<file path="config.mk">
export PLATFORM = sky130hd
export DESIGN_NAME = gprf_wb_ctrl
export DESIGN_NICKNAME = d
export VERILOG_FILES = /design/src/rtl/gprf_wb_ctrl.sv
export SDC_FILE = /design/constraint.sdc
export NUM_CORES = 1
export LEC_CHECK = 0
export BUFFER_PORTS_ARGS = -buffer_cell sky130_fd_sc_hd__buf_4
export CAP_MARGIN = 20
export CORE_AREA = 4 4 81 76
export CTS_BUF_LIST = sky130_fd_sc_hd__clkbuf_2
export DETAILED_ROUTE_END_ITERATION = 10
export DIE_AREA = 0 0 85 80
export MAX_ROUTING_LAYER = met4
export PLACE_DENSITY = 0.77
export SLEW_MARGIN = 20
export SYNTH_ARGS = -nofsm -noshare
export SYNTH_HDL_FRONTEND = slang
export SYNTH_SLANG_ARGS = --single-unit
</file>
<file path="constraint.sdc">
create_clock -name clk -period 1.7 [get_ports clk]
set_input_delay 0.255 -clock clk [delete_from_list [all_inputs] [get_ports clk]]
set_output_delay 0.255 -clock clk [all_outputs]
set_load 0.1 [all_outputs]
</file>
<file path="src/rtl/gprf_wb_ctrl.sv">
`default_nettype none
// +--------------------------------------------------------------------------+
// | gprf_wb_ctrl                                                             |
// | Write-back arbiter, pending-register scoreboard and read/write select    |
// | sequencer for the r0-r7 / rmod general-purpose register file.            |
// | Revision: 1.0                                                            |
// +--------------------------------------------------------------------------+
module gprf_wb_ctrl #(
  parameter int DAT_W = 16
) (
  input  logic             clk,
  input  logic             rst,
  // ALU write port
  input  logic             alu_wr_vld,
  input  logic [2:0]       alu_wr_idx,
  input  logic             alu_wr_rmod,
  input  logic [DAT_W-1:0] alu_wr_dat,
  output logic             alu_wr_rdy,
  // GFU write port
  input  logic             gfu_wr_vld,
  input  logic [2:0]       gfu_wr_idx,
  input  logic [DAT_W-1:0] gfu_wr_dat,
  output logic             gfu_wr_rdy,
  // Issue port
  input  logic             iss_vld,
  input  logic [2:0]       iss_src1,
  input  logic [2:0]       iss_src2,
  input  logic             iss_src1_en,
  input  logic             iss_src2_en,
  input  logic [2:0]       iss_dst,
  input  logic             iss_dst_en,
  input  logic             iss_rmod_rd,
  output logic             iss_rdy,
  // Register file control
  output logic [7:0]       bus1_t_sel,
  output logic             bus1_rmod_t_sel,
  output logic [DAT_W-1:0] bus1_dat,
  output logic [7:0]       bus1_r_sel,
  output logic [7:0]       bus2_r_sel,
  output logic             bus1_rmod_r_sel,
  output logic [7:0]       pend
);

  localparam logic c_ALU = 1'b0;
  localparam logic c_GFU = 1'b1;

  logic             r_last;
  logic [7:0]       r_t_sel;
  logic             r_rmod_t_sel;
  logic [DAT_W-1:0] r_dat;
  logic [7:0]       r_r1_sel;
  logic [7:0]       r_r2_sel;
  logic             r_rmod_r_sel;
  logic [7:0]       r_pend;

  logic             w_alu_gnt;
  logic             w_gfu_gnt;
  logic [7:0]       w_t_sel_nxt;
  logic             w_rmod_t_sel_nxt;
  logic [DAT_W-1:0] w_dat_nxt;
  logic             w_wr_busy;
  logic             w_hazard;
  logic             w_iss_acc;
  logic [7:0]       w_pend_set;
  logic [7:0]       w_pend_nxt;
  logic [7:0]       w_r1_sel_nxt;
  logic [7:0]       w_r2_sel_nxt;

  // Round-robin grant: under contention the requester not granted last wins.
  always_comb begin
    w_alu_gnt = 1'b0;
    w_gfu_gnt = 1'b0;
    if (!rst) begin
      if (alu_wr_vld && gfu_wr_vld) begin
        w_alu_gnt = (r_last == c_GFU);
        w_gfu_gnt = (r_last == c_ALU);
      end else begin
        w_alu_gnt = alu_wr_vld;
        w_gfu_gnt = gfu_wr_vld;
      end
    end
  end

  always_comb begin
    w_t_sel_nxt      = 8'h00;
    w_rmod_t_sel_nxt = 1'b0;
    w_dat_nxt        = r_dat;
    if (w_alu_gnt) begin
      w_dat_nxt = alu_wr_dat;
      if (alu_wr_rmod) begin
        w_rmod_t_sel_nxt = 1'b1;
      end else begin
        w_t_sel_nxt[alu_wr_idx] = 1'b1;
      end
    end else if (w_gfu_gnt) begin
      w_dat_nxt               = gfu_wr_dat;
      w_t_sel_nxt[gfu_wr_idx] = 1'b1;
    end
  end

  // Issue is held off while a write occupies the write stage so read selects
  // never coincide with a register update edge.
  always_comb begin
    w_wr_busy = (|r_t_sel) | r_rmod_t_sel;
    w_hazard  = (iss_src1_en & r_pend[iss_src1]) |
                (iss_src2_en & r_pend[iss_src2]) |
                (iss_dst_en  & r_pend[iss_dst]);
    w_iss_acc = ~rst & iss_vld & ~w_wr_busy & ~w_hazard;
  end

  always_comb begin
    w_pend_set   = 8'h00;
    w_r1_sel_nxt = 8'h00;
    w_r2_sel_nxt = 8'h00;
    if (w_iss_acc) begin
      if (iss_dst_en)  w_pend_set   = 8'h01 << iss_dst;
      if (iss_src1_en) w_r1_sel_nxt = 8'h01 << iss_src1;
      if (iss_src2_en) w_r2_sel_nxt = 8'h01 << iss_src2;
    end
    // A new reservation overrides a completing write to the same register.
    w_pend_nxt = (r_pend & ~r_t_sel) | w_pend_set;
  end

  always_ff @(posedge clk) begin
    if (rst) begin
      r_last       <= c_GFU;
      r_t_sel      <= 8'h00;
      r_rmod_t_sel <= 1'b0;
      r_dat        <= '0;
      r_r1_sel     <= 8'h00;
      r_r2_sel     <= 8'h00;
      r_rmod_r_sel <= 1'b0;
      r_pend       <= 8'h00;
    end else begin
      if (w_alu_gnt) begin
        r_last <= c_ALU;
      end else if (w_gfu_gnt) begin
        r_last <= c_GFU;
      end
      r_t_sel      <= w_t_sel_nxt;
      r_rmod_t_sel <= w_rmod_t_sel_nxt;
      r_dat        <= w_dat_nxt;
      r_r1_sel     <= w_r1_sel_nxt;
      r_r2_sel     <= w_r2_sel_nxt;
      r_rmod_r_sel <= w_iss_acc & iss_rmod_rd;
      r_pend       <= w_pend_nxt;
    end
  end

  assign alu_wr_rdy      = w_alu_gnt;
  assign gfu_wr_rdy      = w_gfu_gnt;
  assign iss_rdy         = w_iss_acc;
  assign bus1_t_sel      = r_t_sel;
  assign bus1_rmod_t_sel = r_rmod_t_sel;
  assign bus1_dat        = r_dat;
  assign bus1_r_sel      = r_r1_sel;
  assign bus2_r_sel      = r_r2_sel;
  assign bus1_rmod_r_sel = r_rmod_r_sel;
  assign pend            = r_pend;

endmodule
`default_nettype wire

</file>
==> results of run 1 <==
through the flow:
stage	TNS, ps	power [mW]	instances	utilization	instance area [sq um]
finish	-9013	2.858	431	0.7284	3805
global route	-11820	2.988	431	0.7284	3805
CTS	-8592	2.830	429	0.6841	3573
detailed placement	-8455	2.043	415	0.6489	3390
global placement	-7305	2.033	415	0.6489	3390
floorplan	-4916	1.783	218	-	2278
layout by cell type, fill, tap and decap left out, types with 3 or more instances in the layout:
cell	Yosys	layout
sky130_fd_sc_hd__nor4b_4	0	4
sky130_fd_sc_hd__inv_1	6	5
sky130_fd_sc_hd__nand3_1	3	3
sky130_fd_sc_hd__nor4_2	2	6
sky130_fd_sc_hd__nor2b_1	5	4
sky130_fd_sc_hd__a211oi_1	16	16
sky130_fd_sc_hd__dfxtp_2	0	7
sky130_fd_sc_hd__o32ai_1	10	6
sky130_fd_sc_hd__o32ai_2	0	4
sky130_fd_sc_hd__buf_4	0	139
sky130_fd_sc_hd__clkbuf_2	0	6
sky130_fd_sc_hd__mux2i_1	16	16
sky130_fd_sc_hd__nand2_1	14	14
sky130_fd_sc_hd__dfxtp_1	51	33
sky130_fd_sc_hd__nand2b_1	11	11
sky130_fd_sc_hd__dlygate4sd3_1	0	3
sky130_fd_sc_hd__nor4_4	0	3
sky130_fd_sc_hd__nor2_1	26	25
sky130_fd_sc_hd__dfxtp_4	0	11
sky130_fd_sc_hd__mux4_2	5	5
sky130_fd_sc_hd__and2_1	3	3
sky130_fd_sc_hd__buf_12	0	5
power by group:
group,internal [mW],switching (mW),total [mW]
sequential,1.23,0.0212,1.25
clock,0.402,0.360,0.762
combinational,0.298,0.550,0.848
area by class of cell:
| cell class | instances | area (sq um) |
|---|---|---|
| clock buffers | 6 | 30.03 |
| clock inverters | 2 | 60.06 |
| fillers | 400 | 1419 |
| inverters | 6 | 26.28 |
| multi-input cells | 150 | 1338 |
| flip-flops and latches | 51 | 1071 |
| well taps | 67 | 83.83 |
| repair buffers | 149 | 1196 |
metal layers:
metal	global-route usage	up-vias	share of wire
met2	0.3424	74	0.54
li1	-	1107	-
met3	0.04334	8	0.062
met1	0.2061	1056	0.39
met5	-	-	0
met4	0.04272	0	0.011
flip-flops by register name (all words and copies together) (netlist names):
register,count
bus1_dat,16
bus1_r_sel,8
bus1_t_sel,8
bus2_r_sel,8
pend,8
bus1_rmod_r_sel,1
bus1_rmod_t_sel,1
r_last,1
timing repair:
item	in CTS	in global routing
hold buffers	3	0
setup endpoints to repair	27	28
endpoints found under the hold margin	5	0
setup buffers	3	3
resized for setup	10	35
pin swaps	6	6
logic make-up after synthesis:
kind of cell           Yosys count  share of synthesized area
AND/OR/NAND/NOR                 92                     0.2387
flip-flops                      51                     0.4595
AO/OA/AOI/OAI                   36                     0.1340
multiplexers                    22                     0.1346
buffers and inverters           17                    0.03322
worst paths after layout:
path,startpoint,endpoint,cells past startpoint
min reg2reg,bus1_dat[9]$_SDFFE_PP0P_,bus1_dat[9]$_SDFFE_PP0P_,2
min,gfu_wr_vld,r_last$_SDFFE_PP1P_,3
max,bus1_t_sel[6]$_SDFF_PP0_,iss_rdy,5
max reg2reg,bus1_t_sel[6]$_SDFF_PP0_,bus2_r_sel[5]$_SDFF_PP0_,6
worst max-delay path, delay by kind of cell, from the launching register on:
kind | cells | cell delay [ps]
AO/OA/AOI/OAI | 1 | 390
buffers and inverters | 2 | 290
flip-flops | 1 | 400
AND/OR/NAND/NOR | 2 | 690
==> metrics.txt, run 1 <==
# TYPE chip_impl_metric gauge
chip_impl_metric{name="postSynthRegisterBits",unit=""} 51
chip_impl_metric{name="clock-sinks",unit=""} 51
chip_impl_metric{name="p_leak",unit="nW"} 1.627
chip_impl_metric{name="antenna_found_initial",unit=""} 0
chip_impl_metric{name="cts_max_level",unit=""} 2
chip_impl_metric{name="arrival",unit="ps"} 2190
chip_impl_info{name="status",value="finished with violations"} 1
chip_impl_metric{name="grt_start_max_net_pins",unit=""} 44
chip_impl_metric{name="detail_route.drc_violations",unit=""} 0
chip_impl_info{name="cts.root.buffer_cell",value="sky130_fd_sc_hd__clkbuf_2"} 1
chip_impl_metric{name="routabilityCongestion",unit=""} 0.8890
chip_impl_metric{name="viasPerCell",unit=""} 5.209
chip_impl_info{name="synth_area_leaders",value="sky130_fd_sc_hd__dfxtp_1 46%, sky130_fd_sc_hd__mux2i_1 7.2%, sky130_fd_sc_hd__a211oi_1 5.4%"} 1
chip_impl_info{name="path_cells",value="or4_4 > a2111oi_4 > nand4_4 > clkinvlp_4 > buf_12"} 1
chip_impl_metric{name="period_share",unit=""} 1.439
chip_impl_metric{name="final-hold-violation-count",unit=""} 0
chip_impl_metric{name="pre_cts_ws",unit="ps"} -448.1
chip_impl_metric{name="worst_path_largest_cell_delay",unit="ps"} 530
chip_impl_metric{name="yosysUniqueCellTypes",unit=""} 34
chip_impl_metric{name="worst_slack",unit="ps"} -746.2
chip_impl_metric{name="ys_seq_area_frac",unit=""} 0.4595
chip_impl_info{name="post-synth-top-area-cell",value="sky130_fd_sc_hd__dfxtp_1"} 1
chip_impl_metric{name="hpwlAfterDp",unit="um"} 4907
chip_impl_metric{name="synth_nets",unit=""} 275
chip_impl_metric{name="layout-drive-gt1-share",unit=""} 0.5879
chip_impl_info{name="startpoint_type",value="flip-flop"} 1
chip_impl_metric{name="remaining_antenna_violation_count",unit=""} 0
chip_impl_metric{name="die_w",unit="um"} 85
chip_impl_metric{name="synthToLayoutAreaGrowth",unit="%"} 71.23
chip_impl_metric{name="cp.required",unit="ps"} 1440
chip_impl_metric{name="worst_slew_pin_slew",unit="ps"} 600.4
chip_impl_metric{name="dr_total_vias",unit=""} 2245
chip_impl_metric{name="finClkSkew",unit="ps"} 21.13
chip_impl_metric{name="final-max-slew-violation-count",unit=""} 0
chip_impl_metric{name="die_footprint",unit="sq um"} 6800
chip_impl_metric{name="maxCapViolCount",unit=""} 0
chip_impl_metric{name="initialDrtViolationCount",unit=""} 75
chip_impl_metric{name="first_global_vias",unit=""} 2159
chip_impl_metric{name="irDropWorstVdd",unit="mV"} 0.4242
chip_impl_metric{name="number_of_enable_flip_flop_cells_after_synthesis",unit=""} 0
chip_impl_metric{name="io_buffer_count",unit=""} 109
chip_impl_metric{name="post_synth.cell_area_avg",unit="sq um"} 10.19
chip_impl_metric{name="wirelength",unit="um"} 6437
chip_impl_metric{name="grt_overflow_total",unit=""} 0
chip_impl_metric{name="slew_headroom",unit=""} 0.5997
chip_impl_metric{name="clkSlewWorstSetupHoldPaths",unit="ps"} 240
chip_impl_metric{name="setup_violations",unit=""} 26
chip_impl_metric{name="power.density_cell_area",unit="nW/um^2"} 751.1
chip_impl_metric{name="placement_rows",unit=""} 25
chip_impl_info{name="min-delay-path-class",value="primary input to flip-flop"} 1
chip_impl_metric{name="share_of_flip_flops_with_an_asynchronous_set_or_reset",unit=""} 0
chip_impl_metric{name="diode_insertion_count_for_antenna_repair",unit=""} 0
chip_impl_metric{name="grt.total_usage",unit=""} 0.1870
chip_impl_metric{name="first_pass_grt_wire_length",unit="um"} 10010
chip_impl_metric{name="clk-insertion-delay-late",unit="ps"} 420
chip_impl_info{name="end_kind",value="primary output"} 1
chip_impl_info{name="cts_tree",value="built"} 1
chip_impl_metric{name="cts-buffers-inserted",unit=""} 5
chip_impl_metric{name="worst-r2r-setup-slack",unit="ps"} -440
chip_impl_metric{name="routedWlPerCell",unit="um"} 14.94
chip_impl_metric{name="min_period",unit="ps"} 2446
chip_impl_metric{name="placeableCoreArea",unit="sq um"} 5224
chip_impl_info{name="rsz0062_at_grt",value="yes"} 1
chip_impl_info{name="worstSetupPathType",value="flip-flop to primary output"} 1
chip_impl_metric{name="initial_core_utilization",unit=""} 0.4254
chip_impl_info{name="synth_ff_type",value="sky130_fd_sc_hd__dfxtp_1"} 1
chip_impl_metric{name="proportion_of_netlist_area_held_by_the_largest_area_contributor",unit=""} 0.4595
chip_impl_metric{name="synth_warnings",unit=""} 0
chip_impl_metric{name="buffer_depth_of_the_longest_clock_path",unit=""} 2
chip_impl_metric{name="cells_after_synth",unit=""} 218
chip_impl_info{name="failing_checks",value="negative setup slack"} 1
chip_impl_metric{name="path_max_fanout",unit=""} 2
chip_impl_metric{name="finalNetCount",unit=""} 420
chip_impl_metric{name="hold_ws",unit="ps"} 68.80
chip_impl_metric{name="detail_route.first_pass.iterations",unit=""} 4
chip_impl_info{name="synth_commonest_cells",value="51 x sky130_fd_sc_hd__dfxtp_1, 26 x sky130_fd_sc_hd__nor2_1, 16 x sky130_fd_sc_hd__a211oi_1, 16 x sky130_fd_sc_hd__mux2i_1, 14 x sky130_fd_sc_hd__nand2_1"} 1
chip_impl_metric{name="maxClockFrequency",unit="MHz"} 408.8
chip_impl_metric{name="die_height",unit="um"} 80
chip_impl_metric{name="netlist_area_pre_place",unit="sq um"} 2222
chip_impl_metric{name="boundaryPins",unit=""} 110
chip_impl_info{name="critPathSlowestCell",value="sky130_fd_sc_hd__or4_4"} 1
chip_impl_info{name="synth_most_common_cell",value="sky130_fd_sc_hd__dfxtp_1"} 1
(Power assumes the default switching activity.)
==> run 2, diff against run 1 <==
==> constraint.sdc (replaced) <==
create_clock -name clk -period 1.7 [get_ports clk]
set_input_delay 0.17 -clock clk [delete_from_list [all_inputs] [get_ports clk]]
set_output_delay 0.17 -clock clk [all_outputs]
set_load 0.1 [all_outputs]
==> metrics.txt, run 2 (synthesized netlist as in run 1, its figures left out) <==
# TYPE chip_impl_metric gauge
chip_impl_metric{name="worst_slack",unit="ps"} -641.0
chip_impl_metric{name="path_max_fanout",unit=""} 2
chip_impl_metric{name="boundaryPins",unit=""} 110
chip_impl_metric{name="finalNetCount",unit=""} 432
chip_impl_metric{name="routabilityCongestion",unit=""} 0.8708
chip_impl_info{name="cts_tree",value="built"} 1
chip_impl_info{name="rsz0062_at_grt",value="yes"} 1
chip_impl_metric{name="p_leak",unit="nW"} 1.674
chip_impl_metric{name="final-max-slew-violation-count",unit=""} 0
chip_impl_metric{name="power.density_cell_area",unit="nW/um^2"} 667.7
chip_impl_metric{name="initial_core_utilization",unit=""} 0.4254
chip_impl_metric{name="hold_ws",unit="ps"} 53.45
chip_impl_metric{name="io_buffer_count",unit=""} 109
chip_impl_info{name="failing_checks",value="negative setup slack"} 1
chip_impl_metric{name="arrival",unit="ps"} 2170
chip_impl_info{name="end_kind",value="primary output"} 1
chip_impl_metric{name="viasPerCell",unit=""} 5.174
chip_impl_info{name="layout.cells.most_common_list",value="141 x sky130_fd_sc_hd__buf_4, 33 x sky130_fd_sc_hd__dfxtp_1, 25 x sky130_fd_sc_hd__nor2_1"} 1
chip_impl_info{name="status",value="finished with violations"} 1
chip_impl_metric{name="cp.required",unit="ps"} 1530
chip_impl_metric{name="clock-sinks",unit=""} 51
chip_impl_metric{name="die_w",unit="um"} 85
chip_impl_metric{name="maxCapViolCount",unit=""} 0
chip_impl_metric{name="clkSlewWorstSetupHoldPaths",unit="ps"} 220
chip_impl_metric{name="first_global_vias",unit=""} 2233
chip_impl_metric{name="largest_register_ffs",unit=""} 16
chip_impl_metric{name="slew_headroom",unit=""} 0.5792
chip_impl_metric{name="clk-insertion-delay-late",unit="ps"} 420
chip_impl_metric{name="buffer_depth_of_the_longest_clock_path",unit=""} 2
chip_impl_info{name="startpoint_type",value="flip-flop"} 1
chip_impl_metric{name="setup_violations",unit=""} 26
chip_impl_info{name="final_common_cell",value="sky130_fd_sc_hd__buf_4"} 1
chip_impl_metric{name="grt_overflow_total",unit=""} 0
chip_impl_metric{name="initialDrtViolationCount",unit=""} 68
chip_impl_metric{name="worst_slew_pin_slew",unit="ps"} 631.2
chip_impl_info{name="r2r_start",value="bus1_t_sel[6]$_SDFF_PP0_"} 1
chip_impl_metric{name="diode_insertion_count_for_antenna_repair",unit=""} 0
chip_impl_metric{name="detail_route.first_pass.iterations",unit=""} 4
chip_impl_metric{name="synthToLayoutAreaGrowth",unit="%"} 75.62
chip_impl_info{name="min-delay-path-class",value="primary input to flip-flop"} 1
chip_impl_metric{name="pre_cts_ws",unit="ps"} -373.0
chip_impl_metric{name="cts-buffers-inserted",unit=""} 5
chip_impl_metric{name="finClkSkew",unit="ps"} 16.36
chip_impl_metric{name="final-hold-violation-count",unit=""} 0
chip_impl_metric{name="worst-r2r-cell-count",unit=""} 8
chip_impl_info{name="worstSetupStartpoint",value="bus1_t_sel[6]$_SDFF_PP0_"} 1
chip_impl_info{name="hold_path.startpoint",value="gfu_wr_idx[0]"} 1
chip_impl_info{name="worstSetupPathType",value="flip-flop to primary output"} 1
chip_impl_metric{name="antenna_found_initial",unit=""} 0
chip_impl_metric{name="routedWlPerCell",unit="um"} 15.39
chip_impl_metric{name="layout-drive-gt1-share",unit=""} 0.5771
chip_impl_metric{name="maxClockFrequency",unit="MHz"} 427.2
chip_impl_metric{name="placeableCoreArea",unit="sq um"} 5224
chip_impl_metric{name="wirelength",unit="um"} 6816
chip_impl_metric{name="grt_start_max_net_pins",unit=""} 44
chip_impl_metric{name="dr_total_vias",unit=""} 2292
chip_impl_metric{name="die_height",unit="um"} 80
chip_impl_metric{name="power.total",unit="mW"} 2.606
chip_impl_metric{name="min_path_cells",unit=""} 3
chip_impl_metric{name="hpwlAfterDp",unit="um"} 4875
chip_impl_metric{name="remaining_antenna_violation_count",unit=""} 0
chip_impl_metric{name="placement_rows",unit=""} 25
chip_impl_metric{name="first_pass_grt_wire_length",unit="um"} 10250
chip_impl_metric{name="die_footprint",unit="sq um"} 6800
chip_impl_metric{name="period_share",unit=""} 1.377
chip_impl_metric{name="grt.total_usage",unit=""} 0.1925
chip_impl_metric{name="cts_max_level",unit=""} 2
chip_impl_info{name="cts.root.buffer_cell",value="sky130_fd_sc_hd__clkbuf_2"} 1
chip_impl_metric{name="min_period",unit="ps"} 2341
chip_impl_metric{name="detail_route.drc_violations",unit=""} 0
chip_impl_metric{name="irDropWorstVdd",unit="mV"} 0.4407
chip_impl_metric{name="timing.setup.tns",unit="ps"} -11550
[run 2: changes by cell type in the layout (fill, tap and decap cells not counted), moves of 2 or more]
cell / change
sky130_fd_sc_hd__buf_12: -2
sky130_fd_sc_hd__buf_4: +2
sky130_fd_sc_hd__buf_6: +2
sky130_fd_sc_hd__bufinv_16: -2
sky130_fd_sc_hd__clkbuf_2: +2
sky130_fd_sc_hd__dlygate4sd3_1: +8
sky130_fd_sc_hd__nor4_2: -4
sky130_fd_sc_hd__nor4_4: +4
[run 2: layout make-up]
type                       instances  area, sq um
tap                               67        83.83
inverter                           6        26.28
fill                             354         1321
multi-input combinational        150         1365
clock buffer                       8        40.04
timing repair buffer             161         1316
sequential                        51         1071
[run 2: critical path, cell delays in order (launching register included)]
cell and delay (ps):
sky130_fd_sc_hd__dfxtp_4 390, sky130_fd_sc_hd__or4_4 520, sky130_fd_sc_hd__a2111oi_4 380, sky130_fd_sc_hd__nand4_4 160
sky130_fd_sc_hd__clkinvlp_4 130, sky130_fd_sc_hd__buf_12 170
[run 2: layer usage]
layer,share of wire,track usage,up-vias
met2,0.54,0.3494,71
met5,0,-,-
met3,0.053,0.04025,11
met4,0.013,0.05222,0
met1,0.40,0.2144,1088
li1,-,-,1122
[run 2: metrics by stage]
step	cells	cell area, sq um	utilization
after floorplan	218	2278	-
after global placement	412	3367	0.6446
after detailed placement	412	3367	0.6446
after CTS	432	3650	0.6987
after global routing	443	3902	0.7471
final	443	3902	0.7471
[run 2: final timing paths]
kind	slack [ps]	end
setup / recovery	-640	iss_rdy
setup reg to reg	-610	bus1_r_sel[7]$_SDFF_PP0_
hold reg to reg	510	bus1_dat[0]$_SDFFE_PP0P_
hold / removal	50	bus1_t_sel[2]$_SDFF_PP0_
[run 2: where the power goes]
group          leakage (nW)  switching, mW  total (mW)  internal [mW]
clock                0.0332          0.347       0.468          0.121
sequential            0.427         0.0220        1.25           1.23
combinational          1.21          0.566       0.890          0.324
[run 2: repair_timing]
action	in CTS	in global routing
setup endpoints to repair	27	27
gates cloned	1	0
hold buffers	8	3
pin swaps	6	7
resized for setup	20	26
setup buffers	4	9
endpoints found under the hold margin	14	4
==> run 3, diff against run 2 <==
--- a/constraint.sdc
+++ b/constraint.sdc
@@ -3,2 +3,2 @@
 set_output_delay 0.17 -clock clk [all_outputs]
-set_load 0.1 [all_outputs]
+set_load 0.02 [all_outputs]
==> metrics.txt, run 3 (synthesized netlist as in run 1, its figures left out) <==
# TYPE chip_impl_metric gauge
chip_impl_metric{name="buffer_depth_of_the_longest_clock_path",unit=""} 2
chip_impl_metric{name="arrival",unit="ps"} 2060
chip_impl_info{name="status",value="finished with violations"} 1
chip_impl_metric{name="synthToLayoutAreaGrowth",unit="%"} 68.30
chip_impl_info{name="rsz0062_at_grt",value="yes"} 1
chip_impl_metric{name="grt_overflow_total",unit=""} 0
chip_impl_metric{name="met3_wire_length",unit="um"} 406
chip_impl_info{name="final_common_cell",value="sky130_fd_sc_hd__buf_4"} 1
chip_impl_metric{name="dr_total_vias",unit=""} 2246
chip_impl_metric{name="viasPerCell",unit=""} 5.187
chip_impl_info{name="cts_tree",value="built"} 1
chip_impl_metric{name="initialDrtViolationCount",unit=""} 66
chip_impl_info{name="startpoint_type",value="flip-flop"} 1
chip_impl_metric{name="diode_insertion_count_for_antenna_repair",unit=""} 0
chip_impl_metric{name="clock-sinks",unit=""} 51
chip_impl_metric{name="die_footprint",unit="sq um"} 6800
chip_impl_metric{name="initial_core_utilization",unit=""} 0.4254
chip_impl_info{name="cts.root.buffer_cell",value="sky130_fd_sc_hd__clkbuf_2"} 1
chip_impl_metric{name="slew_headroom",unit=""} 0.5790
chip_impl_info{name="failing_checks",value="negative setup slack"} 1
chip_impl_metric{name="min_period",unit="ps"} 2229
chip_impl_info{name="min-delay-path-class",value="primary input to flip-flop"} 1
chip_impl_metric{name="min_path_cells",unit=""} 4
chip_impl_info{name="topRoutingLayerUsed",value="met4"} 1
chip_impl_metric{name="setup_violations",unit=""} 27
chip_impl_metric{name="worst_slew_pin_slew",unit="ps"} 631.6
chip_impl_metric{name="path_max_fanout",unit=""} 2
chip_impl_metric{name="antenna_found_initial",unit=""} 0
chip_impl_metric{name="m1_wire_length",unit="um"} 2732
chip_impl_metric{name="first_pass_grt_wire_length",unit="um"} 10330
chip_impl_metric{name="layoutNonFillerInstCount",unit=""} 433
chip_impl_metric{name="routabilityCongestion",unit=""} 0.9455
chip_impl_metric{name="placed_cells",unit=""} 410
chip_impl_metric{name="die_w",unit="um"} 85
chip_impl_metric{name="remaining_antenna_violation_count",unit=""} 0
chip_impl_metric{name="maxClockFrequency",unit="MHz"} 448.6
chip_impl_metric{name="finalNetCount",unit=""} 422
chip_impl_metric{name="cp.required",unit="ps"} 1530
chip_impl_metric{name="clk-insertion-delay-late",unit="ps"} 420
chip_impl_metric{name="maxCapViolCount",unit=""} 0
chip_impl_metric{name="met2_wirelength",unit="um"} 3465
chip_impl_metric{name="wirelength",unit="um"} 6710
chip_impl_metric{name="period_share",unit=""} 1.311
chip_impl_metric{name="clkSlewWorstSetupHoldPaths",unit="ps"} 230
chip_impl_metric{name="placement_rows",unit=""} 25
chip_impl_metric{name="p_leak",unit="nW"} 1.597
chip_impl_metric{name="routedWlPerCell",unit="um"} 15.50
chip_impl_metric{name="cts-buffers-inserted",unit=""} 5
chip_impl_metric{name="io_buffer_count",unit=""} 109
chip_impl_info{name="worstSetupStartpoint",value="bus1_t_sel[7]$_SDFF_PP0_"} 1
chip_impl_info{name="layout.cells.most_common_list",value="136 x sky130_fd_sc_hd__buf_4, 45 x sky130_fd_sc_hd__dfxtp_1, 25 x sky130_fd_sc_hd__nor2_1"} 1
chip_impl_metric{name="largest_register_ffs",unit=""} 16
chip_impl_metric{name="worst_slack",unit="ps"} -529.0
chip_impl_metric{name="boundaryPins",unit=""} 110
chip_impl_info{name="r2r_start",value="bus1_t_sel[7]$_SDFF_PP0_"} 1
chip_impl_metric{name="die_height",unit="um"} 80
chip_impl_info{name="hold_path.startpoint",value="alu_wr_vld"} 1
chip_impl_metric{name="grt_start_max_net_pins",unit=""} 44
chip_impl_info{name="worstSetupPathType",value="flip-flop to primary output"} 1
chip_impl_metric{name="final-max-slew-violation-count",unit=""} 0
chip_impl_metric{name="first_global_vias",unit=""} 2191
chip_impl_metric{name="hold_ws",unit="ps"} 41.01
chip_impl_metric{name="detail_route.first_pass.iterations",unit=""} 4
chip_impl_metric{name="irDropWorstVdd",unit="mV"} 0.3781
chip_impl_info{name="end_kind",value="primary output"} 1
chip_impl_metric{name="layout-drive-gt1-share",unit=""} 0.5301
chip_impl_metric{name="power.density_cell_area",unit="nW/um^2"} 619.5
chip_impl_metric{name="worst-r2r-cell-count",unit=""} 7
chip_impl_metric{name="cts_max_level",unit=""} 2
chip_impl_metric{name="final-hold-violation-count",unit=""} 0
chip_impl_metric{name="grt.total_usage",unit=""} 0.1915
chip_impl_metric{name="hpwlAfterDp",unit="um"} 4905
chip_impl_metric{name="finClkSkew",unit="ps"} 13.04
chip_impl_metric{name="worst-r2r-setup-slack",unit="ps"} -430
chip_impl_metric{name="detail_route.drc_violations",unit=""} 0
chip_impl_metric{name="placeableCoreArea",unit="sq um"} 5224
==> run 3: cell types whose count changed in the layout (fill, tap and decap cells not counted), moves of 2 or more <==
| cell | before | now |
|---|---|---|
| sky130_fd_sc_hd__dfxtp_4 | 11 | 2 |
| sky130_fd_sc_hd__dfxtp_2 | 7 | 4 |
| sky130_fd_sc_hd__dfxtp_1 | 33 | 45 |
| sky130_fd_sc_hd__clkbuf_2 | 8 | 6 |
| sky130_fd_sc_hd__buf_4 | 141 | 136 |
==> run 3: path summary, 6_finish.rpt <==
check	endpoint
worst min-delay path	r_last$_SDFFE_PP1P_
worst min register to register	bus1_dat[13]$_SDFFE_PP0P_
worst max-delay path	iss_rdy
worst max register to register	bus1_r_sel[6]$_SDFF_PP0_
==> run 3: cell type report <==
cell class                      instances  area [sq um]
Clock inverter                          2         12.51
Tap cell                               67         83.83
Clock buffer                            6         30.03
Multi-Input combinational cell        150          1363
Sequential cell                        51          1033
Fill cell                             381          1484
Inverter                                6         22.52
Timing Repair Buffer                  151          1195
==> run 3: critical path, stage by stage, from the launching register on <==
cell,delay [ps]
sky130_fd_sc_hd__dfxtp_4,390
sky130_fd_sc_hd__or4_4,530
sky130_fd_sc_hd__a2111oi_4,370
sky130_fd_sc_hd__nand4_4,170
sky130_fd_sc_hd__inv_2,80
sky130_fd_sc_hd__buf_6,110
==> run 3: metrics by stage <==
stage,setup slack (ps),total power [mW],setup TNS (ps),instance area [sq um],utilization
CTS,-677.7,2.281,-9426,3528,0.6754
finish,-529.0,2.317,-8054,3740,0.7159
global route,-662.0,2.442,-10910,3740,0.7159
detailed placement,-204.2,1.784,-3444,3323,0.6362
global placement,-181.6,1.773,-3011,3323,0.6362
floorplan,-172.2,1.527,-1992,2237,-
==> run 3: report_power, final <==
part,internal (mW),total [mW],switching [mW]
Clock,0.105,0.475,0.370
Sequential,1.24,1.26,0.0216
Combinational,0.291,0.582,0.292
Total,1.63,2.32,0.683
==> run 3: metal layers <==
metal  vias to the layer above  track usage
li1                       1112            -
met1                      1050       0.2328
met2                        75       0.3261
met3                         9      0.03818
met4                         0      0.04905
met5                         -            -
==> run 3: what timing repair did <==
| action | CTS | global route |
|---|---|---|
| buffers inserted | 3 | 4 |
| hold endpoints to repair | 14 | 3 |
| endpoints found under the setup margin | 27 | 31 |
| pin swaps | 11 | 7 |
| hold buffers | 8 | 2 |
| cloned | 0 | 0 |
| resized for setup | 14 | 27 |
